File: src/rtl/mem_arb_pkg.sv
// mem_arb_pkg: shared types for the data-memory port arbiter.
// FSM states, owner encoding and the fetch byte mask.
package mem_arb_pkg;

  typedef enum logic [1:0] {
    IDLE,
    ISSUE,
    WAIT
  } arb_state_e;

  typedef enum logic {
    OWN_IF,
    OWN_LS
  } arb_owner_e;

  localparam logic [3:0] FETCH_MASK = 4'b1111;

endpackage

File: src/rtl/arb_timeout_counter.sv
// arb_timeout_counter: counts WAIT cycles for one transaction.
// expired flags the last allowed cycle so the owner can be aborted.
module arb_timeout_counter #(
  parameter int TimeoutCycles = 64
) (
  input  logic clk,
  input  logic rst,
  input  logic clear,
  input  logic enable,
  output logic expired
);

  localparam int W = $clog2(TimeoutCycles);
  localparam logic [W-1:0] LAST = W'(TimeoutCycles - 1);

  logic [W-1:0] cnt_q;

  // count enabled cycles, stop at the last one, wipe on clear
  always_ff @(posedge clk) begin
    if (!rst) begin
      cnt_q <= '0;
    end else if (clear) begin
      cnt_q <= '0;
    end else if (enable && !expired) begin
      cnt_q <= cnt_q + W'(1);
    end
  end

  assign expired = enable && (cnt_q == LAST);

endmodule

File: src/rtl/mem_port_arbiter.sv
// mem_port_arbiter: shares the data-memory port between fetch
// and load/store, with bounded fetch starvation and a timeout.
module mem_port_arbiter
  import mem_arb_pkg::*;
#(
  parameter int DataWidth     = 32,
  parameter int MaxLsBurst    = 4,
  parameter int TimeoutCycles = 64
) (
  input  logic                 clk,
  input  logic                 rst,
  input  logic                 if_req,
  input  logic [DataWidth-1:0] if_addr,
  output logic                 if_gnt,
  output logic                 if_valid,
  output logic [DataWidth-1:0] if_rdata,
  input  logic                 ls_req,
  input  logic                 ls_we,
  input  logic [3:0]           ls_mask,
  input  logic [DataWidth-1:0] ls_addr,
  input  logic [DataWidth-1:0] ls_wdata,
  output logic                 ls_gnt,
  output logic                 ls_valid,
  output logic [DataWidth-1:0] ls_rdata,
  output logic                 rsp_err,
  output logic                 mem_req,
  output logic                 mem_we,
  output logic [3:0]           mem_mask,
  output logic [DataWidth-1:0] mem_addr,
  output logic [DataWidth-1:0] mem_wdata,
  input  logic                 mem_valid,
  input  logic [DataWidth-1:0] mem_rdata
);

  localparam int SW = 4;
  localparam logic [SW-1:0] MAX_BURST = SW'(MaxLsBurst);

  arb_state_e state_q, state_d;
  arb_owner_e owner_q, owner_d;

  logic [SW-1:0] starve_q;
  logic          starved;
  logic          pick_ls;
  logic          pick_if;
  logic          in_wait;
  logic          expired;
  logic          abort;
  logic          rsp_fire;

  assign starved = (starve_q == MAX_BURST);
  assign pick_ls = ls_req && !(if_req && starved);
  assign pick_if = if_req && !pick_ls;
  assign in_wait = (state_q == WAIT);
  assign abort   = expired && !mem_valid;
  assign rsp_fire = in_wait && (mem_valid || expired);

  arb_timeout_counter #(
    .TimeoutCycles(TimeoutCycles)
  ) u_tmo (
    .clk    (clk),
    .rst    (rst),
    .clear  (!in_wait),
    .enable (in_wait),
    .expired(expired)
  );

  // state and owner registers
  always_ff @(posedge clk) begin
    if (!rst) begin
      state_q <= IDLE;
      owner_q <= OWN_LS;
    end else begin
      state_q <= state_d;
      owner_q <= owner_d;
    end
  end

  // next state, grants and response steering
  always_comb begin
    state_d  = state_q;
    owner_d  = owner_q;
    if_gnt   = 1'b0;
    ls_gnt   = 1'b0;
    mem_req  = 1'b0;
    if_valid = 1'b0;
    ls_valid = 1'b0;
    if_rdata = '0;
    ls_rdata = '0;
    rsp_err  = 1'b0;
    unique case (state_q)
      IDLE: begin
        if (rst) begin
          unique case (1'b1)
            pick_ls: begin
              ls_gnt  = 1'b1;
              owner_d = OWN_LS;
              state_d = ISSUE;
            end
            pick_if: begin
              if_gnt  = 1'b1;
              owner_d = OWN_IF;
              state_d = ISSUE;
            end
            default: ;
          endcase
        end
      end
      ISSUE: begin
        mem_req = 1'b1;
        state_d = WAIT;
      end
      WAIT: begin
        rsp_err = abort;
        if (owner_q == OWN_IF) begin
          if_valid = rsp_fire;
          if_rdata = abort ? '0 : mem_rdata;
        end else begin
          ls_valid = rsp_fire;
          ls_rdata = abort ? '0 : mem_rdata;
        end
        if (rsp_fire) begin
          state_d = IDLE;
        end
      end
      default: state_d = IDLE;
    endcase
  end

  // LS-in-a-row counter while fetch waits
  always_ff @(posedge clk) begin
    if (!rst) begin
      starve_q <= '0;
    end else if (!if_req || if_gnt) begin
      starve_q <= '0;
    end else if (ls_gnt && !starved) begin
      starve_q <= starve_q + SW'(1);
    end
  end

  // capture granted payload; held until the next grant
  always_ff @(posedge clk) begin
    if (!rst) begin
      mem_we    <= 1'b0;
      mem_mask  <= '0;
      mem_addr  <= '0;
      mem_wdata <= '0;
    end else if (ls_gnt) begin
      mem_we    <= ls_we;
      mem_mask  <= ls_mask;
      mem_addr  <= ls_addr;
      mem_wdata <= ls_wdata;
    end else if (if_gnt) begin
      mem_we    <= 1'b0;
      mem_mask  <= FETCH_MASK;
      mem_addr  <= if_addr;
      mem_wdata <= '0;
    end
  end

endmodule

File: config.mk
export PLATFORM = sky130hd
export DESIGN_NAME = mem_port_arbiter
export DESIGN_NICKNAME = d
export VERILOG_FILES = /design/src/rtl/mem_arb_pkg.sv /design/src/rtl/arb_timeout_counter.sv /design/src/rtl/mem_port_arbiter.sv
export SDC_FILE = /design/constraint.sdc
export NUM_CORES = 1
export LEC_CHECK = 0
export CAP_MARGIN = 10
export CORE_ASPECT_RATIO = 0.7
export CORE_MARGIN = 1.5
export CORE_UTILIZATION = 37
export CTS_CLUSTER_DIAMETER = 50
export DETAILED_ROUTE_END_ITERATION = 8
export GPL_TIMING_DRIVEN = 0
export PLACE_DENSITY = 0.86
export SLEW_MARGIN = 20
export SYNTH_ARGS = -nofsm -noshare
export SYNTH_HDL_FRONTEND = slang
export SYNTH_HIERARCHICAL = 1
export SYNTH_SLANG_ARGS = --single-unit
File: constraint.sdc
create_clock -name clk -period 5 [get_ports clk]
set_input_delay 0.75 -clock clk [delete_from_list [all_inputs] [get_ports clk]]
set_output_delay 0.75 -clock clk [all_outputs]
set_load 0.05 [all_outputs]
==> results of run 1 <==
-- cell families after synthesis --
| logic type | share of synthesized area |
|---|---|
| muxes | 0.00532 |
| DFF | 0.437 |
| and+or+nand+nor | 0.284 |
| buffers and inverters | 0.0632 |
| adders and majority gates | 0.00998 |
| AOI/OAI and AO/OA | 0.201 |
-- worst max-delay path, stage by stage (launching register included) --
cell and delay, ns:
dfxtp_1 0.41, nand2b_1 0.22, inv_2 0.10, and4_2 0.26, and3_1 0.19, nand2b_1 0.06, clkbuf_1 0.21, clkbuf_1 0.43
nand2_1 0.22, nor2_1 0.15, clkdlybuf4s50_1 0.82
-- routing by layer --
metal / vias up / global-route usage / wire [um]
met5: - / 0 / 0
met4: 0 / 0.0522 / 138
met3: 15 / 0.0831 / 1170
met2: 197 / 0.424 / 6890
met1: 2140 / 0.319 / 6240
li1: 2215 / - / -
-- how the worst max path moves through the flow --
stage | from | to | slack (ns) | depth (start not counted)
2_1_floorplan | state_q[0]$_SDFFE_PN0P_ | if_rdata[10] | 1.93 | 9
3_3_place_gp | mem_valid | if_rdata[19] | 1.14 | 7
3_5_place_dp | mem_valid | if_rdata[30] | 1.10 | 7
4_1_cts | state_q[0]$_SDFFE_PN0P_ | if_rdata[30] | 0.88 | 10
5_1_grt | state_q[0]$_SDFFE_PN0P_ | if_rdata[19] | 0.64 | 10
6_report | state_q[0]$_SDFFE_PN0P_ | if_rdata[19] | 0.86 | 10
-- area by class of cell --
class | count | area share
repair buffers | 276 | 0.397
multi-input cells | 334 | 0.270
flip-flops and latches | 82 | 0.236
clock buffers | 9 | 0.0324
plain buffers | 41 | 0.0304
well taps | 128 | 0.0230
clock inverters | 7 | 0.00773
inverters | 7 | 0.00377
-- power by group through the flow --
| stage | combinational [mW] | sequential, mW | clock, mW |
|---|---|---|---|
| floorplan | 0.187 | 0.899 | 0 |
| global placement | 0.605 | 0.743 | 0 |
| detailed placement | 0.611 | 0.745 | 0 |
| CTS | 0.615 | 0.732 | 0.625 |
| global route | 0.642 | 0.737 | 0.658 |
| finish | 0.614 | 0.733 | 0.611 |
-- placed cells by master (no fill, tap or decap), types with 2 or more instances in the layout --
cell type,Yosys,layout
a22o_1,33,33
o221a_2,4,4
ha_1,3,3
o21ai_0,4,4
a311oi_1,31,31
nand4bb_1,2,2
and3_1,3,3
inv_6,0,2
mux2i_1,2,2
clkbuf_1,12,12
inv_2,2,2
o31ai_1,2,2
inv_1,4,4
nand2b_1,5,5
nand2_1,102,102
clkbuf_16,0,9
nor3_1,35,35
a211oi_1,3,3
dfxtp_1,82,82
clkinvlp_4,0,3
buf_6,3,3
nor2b_1,2,2
buf_2,25,25
nor2_1,71,71
nand3_1,6,6
clkdlybuf4s50_1,0,276
a21oi_1,5,5
-- metrics by stage --
stage / hold WS [ns] / power [mW]
detailed placement: 0.455 / 1.36
finish: 0.471 / 1.96
global route: 0.485 / 2.04
CTS: 0.477 / 1.97
global placement: 0.455 / 1.35
floorplan: 0.452 / 1.09
-- flip-flops by register name, summed over array words and instances (netlist names) --
name and flops:
mem_mask 4, mem_wdata 32, starve_q 4, u_tmo/cnt_q 6, mem_we 1, mem_addr 32
owner_q 1, state_q 2
==> results.cfg, run 1 <==
[outcome]
status = complete, no violations

[global_route]
grt_pass1_wl_um = 21200
grt_use_total = 0.253
grt_pass1_vias = 4220
antenna_found_initial = 0
grt_max_degree = 16
overflow = 0

[placed_design]
place.gp.congestion = 0.894
post-dp-hpwl_um = 11200
dpl.cell_count = 868
pre_cts_ws_ns = 1.10
post_dp_cell_area_um2 = 6680
port-buffer-count = 276

[floorplan]
dieHeight_um = 87.3
num_io_pins = 277
die_area_um2 = 10800
initial_core_util = 0.384
fp.dieW_um = 123
rows = 30
core-area_um2 = 9800

[synthesis]
yosysTopAreaCellShare = 0.437
syn_area_um2 = 3760
post-synth-top-count-cell = nand2_1
ys_ff_latch = 82
synth.distinct_cells = 46
synth_top_area_cell = dfxtp_1
syn_inst = 464
ys_top_cells_by_area = dfxtp_1 44%, nand2_1 10%, a22o_1 7.7%
ys_dominant_reg_cell = dfxtp_1
synthTopCellsByCount = 102 x nand2_1, 82 x dfxtp_1, 71 x nor2_1
synth-edff-count = 0
syn-num-nets = 605
async_flop_share = 0
yosys_warnings = 6
avgSynthCellArea_um2 = 8.10
ys_seq_area_frac = 0.437

[sta]
worstMarginPinSlew_ns = 0.548
fmax_mhz = 242
fin_crit_sh = 0.828
period_needed_ns = 4.14
setup_tns_ns = 0
fin_ws_ns = 0.859
hold_viol = 0
slew_viol_final = 0
rsz0062_at_grt = no
finalClockSkew_ns = 0.00409
setup_viol = 0
maxSlewHeadroom = 0.633

[routing]
firstDrtPassIters = 5
vias = 4567
drc = 0
totalWireLength_um = 14400
drtIter0Drc = 240
vias_per_cell = 5.17
detail-route-antenna-nets = 0
wl_per_cell_um = 16.3

[setup_path]
worstSetupEndpointType = output port
reg2reg_depth = 5
crit-reg2reg-launch = starve_q[0]$_SDFFE_PP0P_
r2r_slack_ns = 3.24
start_kind = register
r2r-end = starve_q[3]$_SDFFE_PP0P_
cp.required_ns = 4.25
path_max_fanout = 10
crit_arrival_ns = 3.39
critical_path_class = reg -> out

[pwr]
p_comb_frac = 0.314
p_leak_nw = 2.65
p_per_area_nw_per_um2 = 281
internal_power_mw = 1.30
seqPwrFrac = 0.374
peakVddDrop_mv = 0.173
clock_power_share = 0.312
switchingPower_mw = 0.661
swShare = 0.338

[cells_and_area]
nNetsFinal = 892
drive_gt1_frac = 0.0807
final_util = 0.711
diodes = 0
synthToLayoutAreaGrowth_pct = 85.2
fillers = 728
final_cells = 884
multiInputGateArea_um2 = 1880
regArea_um2 = 1640
fin_area_um2 = 6960

[cts]
cts-root-buf = clkbuf_16
path_clk_slew_ns = 0.06
cts_num_sinks = 82
cts_resized = 0
htree_levels = 3
cts.path.max_buffers = 2
numCtsBuffers = 9
cts_tree = yes
cts_hold_buf = 0
clk_latency_ns = 0.33
post-cts-setup-buffer-count = 0

[run]
maxCapViolCount = 0

[worst_hold_path]
worstHoldPathCells = 1
hold_path.class = reg -> reg
hold_start = mem_wdata[20]$_SDFFE_PN0P_
worstHoldEndpoint = mem_wdata[20]$_SDFFE_PN0P_
No activity file was read; power rests on OpenSTA's default activity.
==> inputs of run 2 (changes only) <==
--- a/config.mk
+++ b/config.mk
@@ -8,11 +8,11 @@
 export CAP_MARGIN = 10
 export CORE_ASPECT_RATIO = 0.7
 export CORE_MARGIN = 1.5
-export CORE_UTILIZATION = 37
+export CORE_UTILIZATION = 31
 export CTS_CLUSTER_DIAMETER = 50
 export DETAILED_ROUTE_END_ITERATION = 8
 export GPL_TIMING_DRIVEN = 0
-export PLACE_DENSITY = 0.86
+export PLACE_DENSITY = 0.77
 export SLEW_MARGIN = 20
 export SYNTH_ARGS = -nofsm -noshare
 export SYNTH_HDL_FRONTEND = slang
==> constraint.sdc (replaced) <==
create_clock -name clk -period 3.8 [get_ports clk]
set_input_delay 0.57 -clock clk [delete_from_list [all_inputs] [get_ports clk]]
set_output_delay 0.57 -clock clk [all_outputs]
set_load 0.05 [all_outputs]
==> run 2 against run 1 <==
Sequential cell count is the same. Largest cell class unchanged. Final cell count grew 3.3%. Register-to-register slack lost 1.2 ns. Combinational power grew 30%.
==> results.cfg, run 2 (same netlist as run 1, synthesis figures left out) <==
[outcome]
status = complete, no violations

[setup_path]
path_max_fanout = 10
reg2reg_depth = 7
cp.required_ns = 3.23
r2r-end = mem_addr[3]$_SDFFE_PN0P_
r2r_slack_ns = 2.06
crit_arrival_ns = 2.98
start_kind = register
crit-reg2reg-launch = starve_q[0]$_SDFFE_PP0P_
critical_path_class = reg -> out
worstSetupEndpointType = output port

[cts]
path_clk_slew_ns = 0.06
clk_latency_ns = 0.34
cts.path.max_buffers = 2
cts-root-buf = clkbuf_16
cts_num_sinks = 82
numCtsBuffers = 9
htree_levels = 3
cts_tree = yes

[floorplan]
core-area_um2 = 11800
fp.dieW_um = 135
initial_core_util = 0.320
num_io_pins = 277
rows = 33
die_area_um2 = 12800
dieHeight_um = 95.1

[pwr]
finalPower_mw = 2.63
peakVddDrop_mv = 0.250
p_leak_nw = 3.07
p_per_area_nw_per_um2 = 377

[worst_hold_path]
hold_start = mem_wdata[30]$_SDFFE_PN0P_
worstHoldEndpoint = mem_wdata[30]$_SDFFE_PN0P_
worstHoldPathCells = 1
hold_path.class = reg -> reg

[sta]
period_needed_ns = 3.55
fin_crit_sh = 0.933
setup_viol = 0
slew_viol_final = 0
fin_ws_ns = 0.253
finalClockSkew_ns = 0.00749
hold_viol = 0
setup_tns_ns = 0
maxSlewHeadroom = 0.603
fmax_mhz = 282
worstMarginPinSlew_ns = 0.590

[routing]
vias = 4477
detail-route-antenna-nets = 0
vias_per_cell = 4.90
totalWireLength_um = 14100
drtIter0Drc = 201
drc = 0
firstDrtPassIters = 4
wl_per_cell_um = 15.5

[cells_and_area]
nNetsFinal = 892
most-common-layout-cells = 218 x clkdlybuf4s50_1, 102 x nand2_1, 82 x dfxtp_1
fillers = 1049
synthToLayoutAreaGrowth_pct = 85.5
drive_gt1_frac = 0.0899
multiInputGateArea_um2 = 1880
reg_top3 = mem_addr x32, mem_wdata x32, u_tmo/cnt_q x6
regArea_um2 = 1640
final_util = 0.593
diodes = 0
final_common_cell = clkdlybuf4s50_1

[global_route]
grt_max_degree = 16
grt_use_total = 0.205
antenna_found_initial = 0
overflow = 0
grt_pass1_wl_um = 21000
grt_pass1_vias = 4151

[placed_design]
post-dp-hpwl_um = 10900
pre_cts_ws_ns = 0.273
port-buffer-count = 276
place.gp.congestion = 0.852

[run]
maxCapViolCount = 0
## run 2: cell types whose count changed in the layout (fill, tap and decap cells not counted), sizes merged, moves of 2 or more
cell           previous run  this run
clkinvlp                  3         0
dlymetal6s2s              0        11
dlygate4sd2               0        39
clkbuf                   21        26
clkdlybuf4s50           276       218
clkinv                    3         5
clkdlybuf4s15             0         3
## run 2: repair_timing
item / 4_1_cts / 5_1_grt
setup endpoints to repair: 47 / 48
pin swaps: 0 / 0
gates resized for setup: 47 / 28
endpoints found under the hold margin: 0 / 0
setup buffers: 0 / 0
hold buffers: 0 / 0
## run 2: cell type report
cell class	instances	area share
tap	157	0.0282
sequential	82	0.235
buffer	41	0.0307
clock buffer	9	0.0323
multi-input combinational	334	0.270
timing repair buffer	276	0.389
inverter	7	0.00377
clock inverter	7	0.0108
## run 2: metrics by stage
stage | area, um^2 | instances | hold slack, ns
floorplan | 3760 | 464 | 0.452
global placement | 6720 | 897 | 0.455
detailed placement | 6720 | 897 | 0.455
CTS | 6960 | 913 | 0.475
global route | 6980 | 913 | 0.489
finish | 6980 | 913 | 0.473
## run 2: worst max path at each step
stage | from | endpoint | slack, ns | cells after the start
3_5_place_dp | rst | ls_gnt | 0.27 | 7
6_report | state_q[0]$_SDFFE_PN0P_ | if_rdata[3] | 0.25 | 10
4_1_cts | state_q[0]$_SDFFE_PN0P_ | ls_rdata[9] | 0.0007 | 10
5_1_grt | state_q[0]$_SDFFE_PN0P_ | if_rdata[3] | -0.009 | 10
2_1_floorplan | state_q[0]$_SDFFE_PN0P_ | if_rdata[10] | 0.91 | 9
3_3_place_gp | rst | ls_gnt | 0.29 | 7
## run 2: worst max-delay path, cell delays in order, from the launching register on
cell           delay (ns)
dfxtp_1              0.43
nand2b_1             0.21
inv_2                0.09
and4_2               0.25
and3_1               0.19
nand2b_1             0.06
clkbuf_1             0.22
clkbuf_1             0.39
nand2_1              0.14
nor2_1               0.12
dlygate4sd2_1        0.54
## run 2: routing by layer
metal,wire length [um],share of wire,vias up,GRT usage
met5,0,0,-,0
met4,170,0.012,0,0.0430
met3,887,0.063,16,0.0564
met2,6590,0.47,156,0.331
met1,6490,0.46,2085,0.277
li1,-,-,2220,-
## run 2: power breakdown
part | total [mW] | leakage, nW | internal [mW] | switching, mW
clock network | 0.875 | 0.150 | 0.513 | 0.362
logic | 0.796 | 2.24 | 0.325 | 0.471
registers | 0.960 | 0.673 | 0.924 | 0.0359
==> inputs of run 3 (changes only) <==
--- a/config.mk
+++ b/config.mk
@@ -8,11 +8,11 @@
 export CAP_MARGIN = 10
 export CORE_ASPECT_RATIO = 0.7
 export CORE_MARGIN = 1.5
-export CORE_UTILIZATION = 31
+export CORE_UTILIZATION = 37
 export CTS_CLUSTER_DIAMETER = 50
 export DETAILED_ROUTE_END_ITERATION = 8
 export GPL_TIMING_DRIVEN = 0
-export PLACE_DENSITY = 0.77
+export PLACE_DENSITY = 0.86
 export SLEW_MARGIN = 20
 export SYNTH_ARGS = -nofsm -noshare
 export SYNTH_HDL_FRONTEND = slang
==> constraint.sdc (replaced) <==
create_clock -name clk -period 4.2 [get_ports clk]
set_input_delay 0.63 -clock clk [delete_from_list [all_inputs] [get_ports clk]]
set_output_delay 0.63 -clock clk [all_outputs]
set_load 0.05 [all_outputs]
==> run 3 against run 2 <==
Final cell count fell by 3.2%. Sequential cell count did not move. Hold slack got worse by 0.0017 ns. Register-to-register slack gained 0.38 ns. Critical endpoint is now if_rdata[30]. Non-clock buffer count stayed put. Largest cell class unchanged. Global-route usage is 4.7 points higher. Largest power group unchanged. Critical path type unchanged. Design area shrank 0.18%.
==> results.cfg, run 3 (same netlist as run 1, synthesis figures left out) <==
[floorplan]
rows = 30
dieHeight_um = 87.3
die_area_um2 = 10800
fp.dieW_um = 123
num_io_pins = 277
core-area_um2 = 9800
initial_core_util = 0.384

[cts]
htree_levels = 3
clk_latency_ns = 0.33
cts_hold_buf = 0
cts-root-buf = clkbuf_16
path_clk_slew_ns = 0.06
cts_tree = yes
numCtsBuffers = 9
cts_num_sinks = 82
cts.path.max_buffers = 2

[setup_path]
path_max_fanout = 10
start_kind = register
critical_path_class = reg -> out
crit_path_end = if_rdata[30]
worstSetupEndpointType = output port
crit-reg2reg-launch = starve_q[0]$_SDFFE_PP0P_
cp.required_ns = 3.57
crit_arrival_ns = 3.36
r2r_slack_ns = 2.44
r2r-end = starve_q[3]$_SDFFE_PP0P_
startpoint = state_q[0]$_SDFFE_PN0P_
reg2reg_depth = 5

[cells_and_area]
reg_top3 = mem_addr x32, mem_wdata x32, u_tmo/cnt_q x6
synthToLayoutAreaGrowth_pct = 85.2
fin_area_um2 = 6960
most-common-layout-cells = 276 x clkdlybuf4s50_1, 102 x nand2_1, 82 x dfxtp_1
diodes = 0
final_common_cell = clkdlybuf4s50_1
fillers = 727
multiInputGateArea_um2 = 1880
nNetsFinal = 892
drive_gt1_frac = 0.0820
regArea_um2 = 1640

[routing]
drtIter0Drc = 260
vias = 4571
wl_per_cell_um = 16.3
vias_per_cell = 5.17
firstDrtPassIters = 5
totalWireLength_um = 14400
drc = 0
detail-route-antenna-nets = 0

[pwr]
swShare = 0.338
p_comb_frac = 0.313
p_leak_nw = 2.65
internal_power_mw = 1.54
peakVddDrop_mv = 0.206
switchingPower_mw = 0.787
seqPwrFrac = 0.374
clock_power_share = 0.312
p_per_area_nw_per_um2 = 335

[global_route]
antenna_found_initial = 0
overflow = 0
grt_use_total = 0.253
grt_pass1_wl_um = 21200
grt_max_degree = 16
grt_pass1_vias = 4220

[sta]
fmax_mhz = 250
setup_tns_ns = 0
period_needed_ns = 3.99
fin_crit_sh = 0.951
setup_viol = 0
hold_viol = 0
slew_viol_final = 0
maxSlewHeadroom = 0.633
finalClockSkew_ns = 0.00421
rsz0062_at_grt = no
worstMarginPinSlew_ns = 0.548
hold_slack_ns = 0.471

[placed_design]
post_dp_cell_area_um2 = 6680
place.gp.congestion = 0.894
port-buffer-count = 276
post-dp-hpwl_um = 11200

[worst_hold_path]
worstHoldPathCells = 1
hold_path.class = reg -> reg

[run]
maxCapViolCount = 0

[outcome]
status = complete, no violations
run 3: critical path, stage by stage, from the launching register on:
cell and delay, ns:
dfxtp_1 0.41, nand2b_1 0.22, inv_2 0.10, and4_2 0.26
and3_1 0.19, nand2b_1 0.06, clkbuf_1 0.21, clkbuf_1 0.41
nand2_1 0.14, nor2_1 0.20, clkdlybuf4s50_1 0.84
run 3: how the worst min path moves through the flow:
stage | from | endpoint | slack (ns)
after floorplan | u_tmo/cnt_q[1]$_SDFFE_PP0P_ | u_tmo/cnt_q[1]$_SDFFE_PP0P_ | 0.45
after global placement | mem_wdata[5]$_SDFFE_PN0P_ | mem_wdata[5]$_SDFFE_PN0P_ | 0.46
after detailed placement | mem_wdata[27]$_SDFFE_PN0P_ | mem_wdata[27]$_SDFFE_PN0P_ | 0.46
after CTS | mem_wdata[20]$_SDFFE_PN0P_ | mem_wdata[20]$_SDFFE_PN0P_ | 0.48
after global routing | mem_wdata[26]$_SDFFE_PN0P_ | mem_wdata[26]$_SDFFE_PN0P_ | 0.48
final | mem_wdata[20]$_SDFFE_PN0P_ | mem_wdata[20]$_SDFFE_PN0P_ | 0.47
run 3: power groups by stage:
stage	Clock, mW	Combinational (mW)	Sequential, mW
floorplan	0	0.222	1.07
global placement	0	0.720	0.885
detailed placement	0	0.728	0.887
CTS	0.744	0.732	0.872
global route	0.784	0.764	0.878
finish	0.727	0.730	0.872
run 3: area by class of cell:
class                      count  share of cell area
timing repair buffer         276               0.397
multi-input combinational    334               0.270
sequential                    82               0.236
clock buffer                   9              0.0323
buffer                        41              0.0305
tap                          128              0.0230
clock inverter                 7             0.00773
inverter                       7             0.00377
run 3: metal layers:
metal	track usage	vias up	wire length, um
met5	0	-	0
met4	0.0522	0	138
met3	0.0831	15	1190
met2	0.424	197	6870
met1	0.319	2144	6250
li1	-	2215	-
run 3: what timing repair did:
item | in CTS | in global routing
endpoints found under the setup margin | 0 | 9
setup buffers | 0 | 0
resized for setup | 0 | 2
run 3: metrics by stage:
step | instances | total power, mW | worst slack [ns] | util
after floorplan | 464 | 1.29 | 1.25 | -
after global routing | 884 | 2.43 | 0.00525 | 0.711
after CTS | 884 | 2.35 | 0.200 | 0.711
final | 884 | 2.33 | 0.205 | 0.711
after detailed placement | 868 | 1.61 | 0.538 | 0.682
after global placement | 868 | 1.60 | 0.575 | 0.682
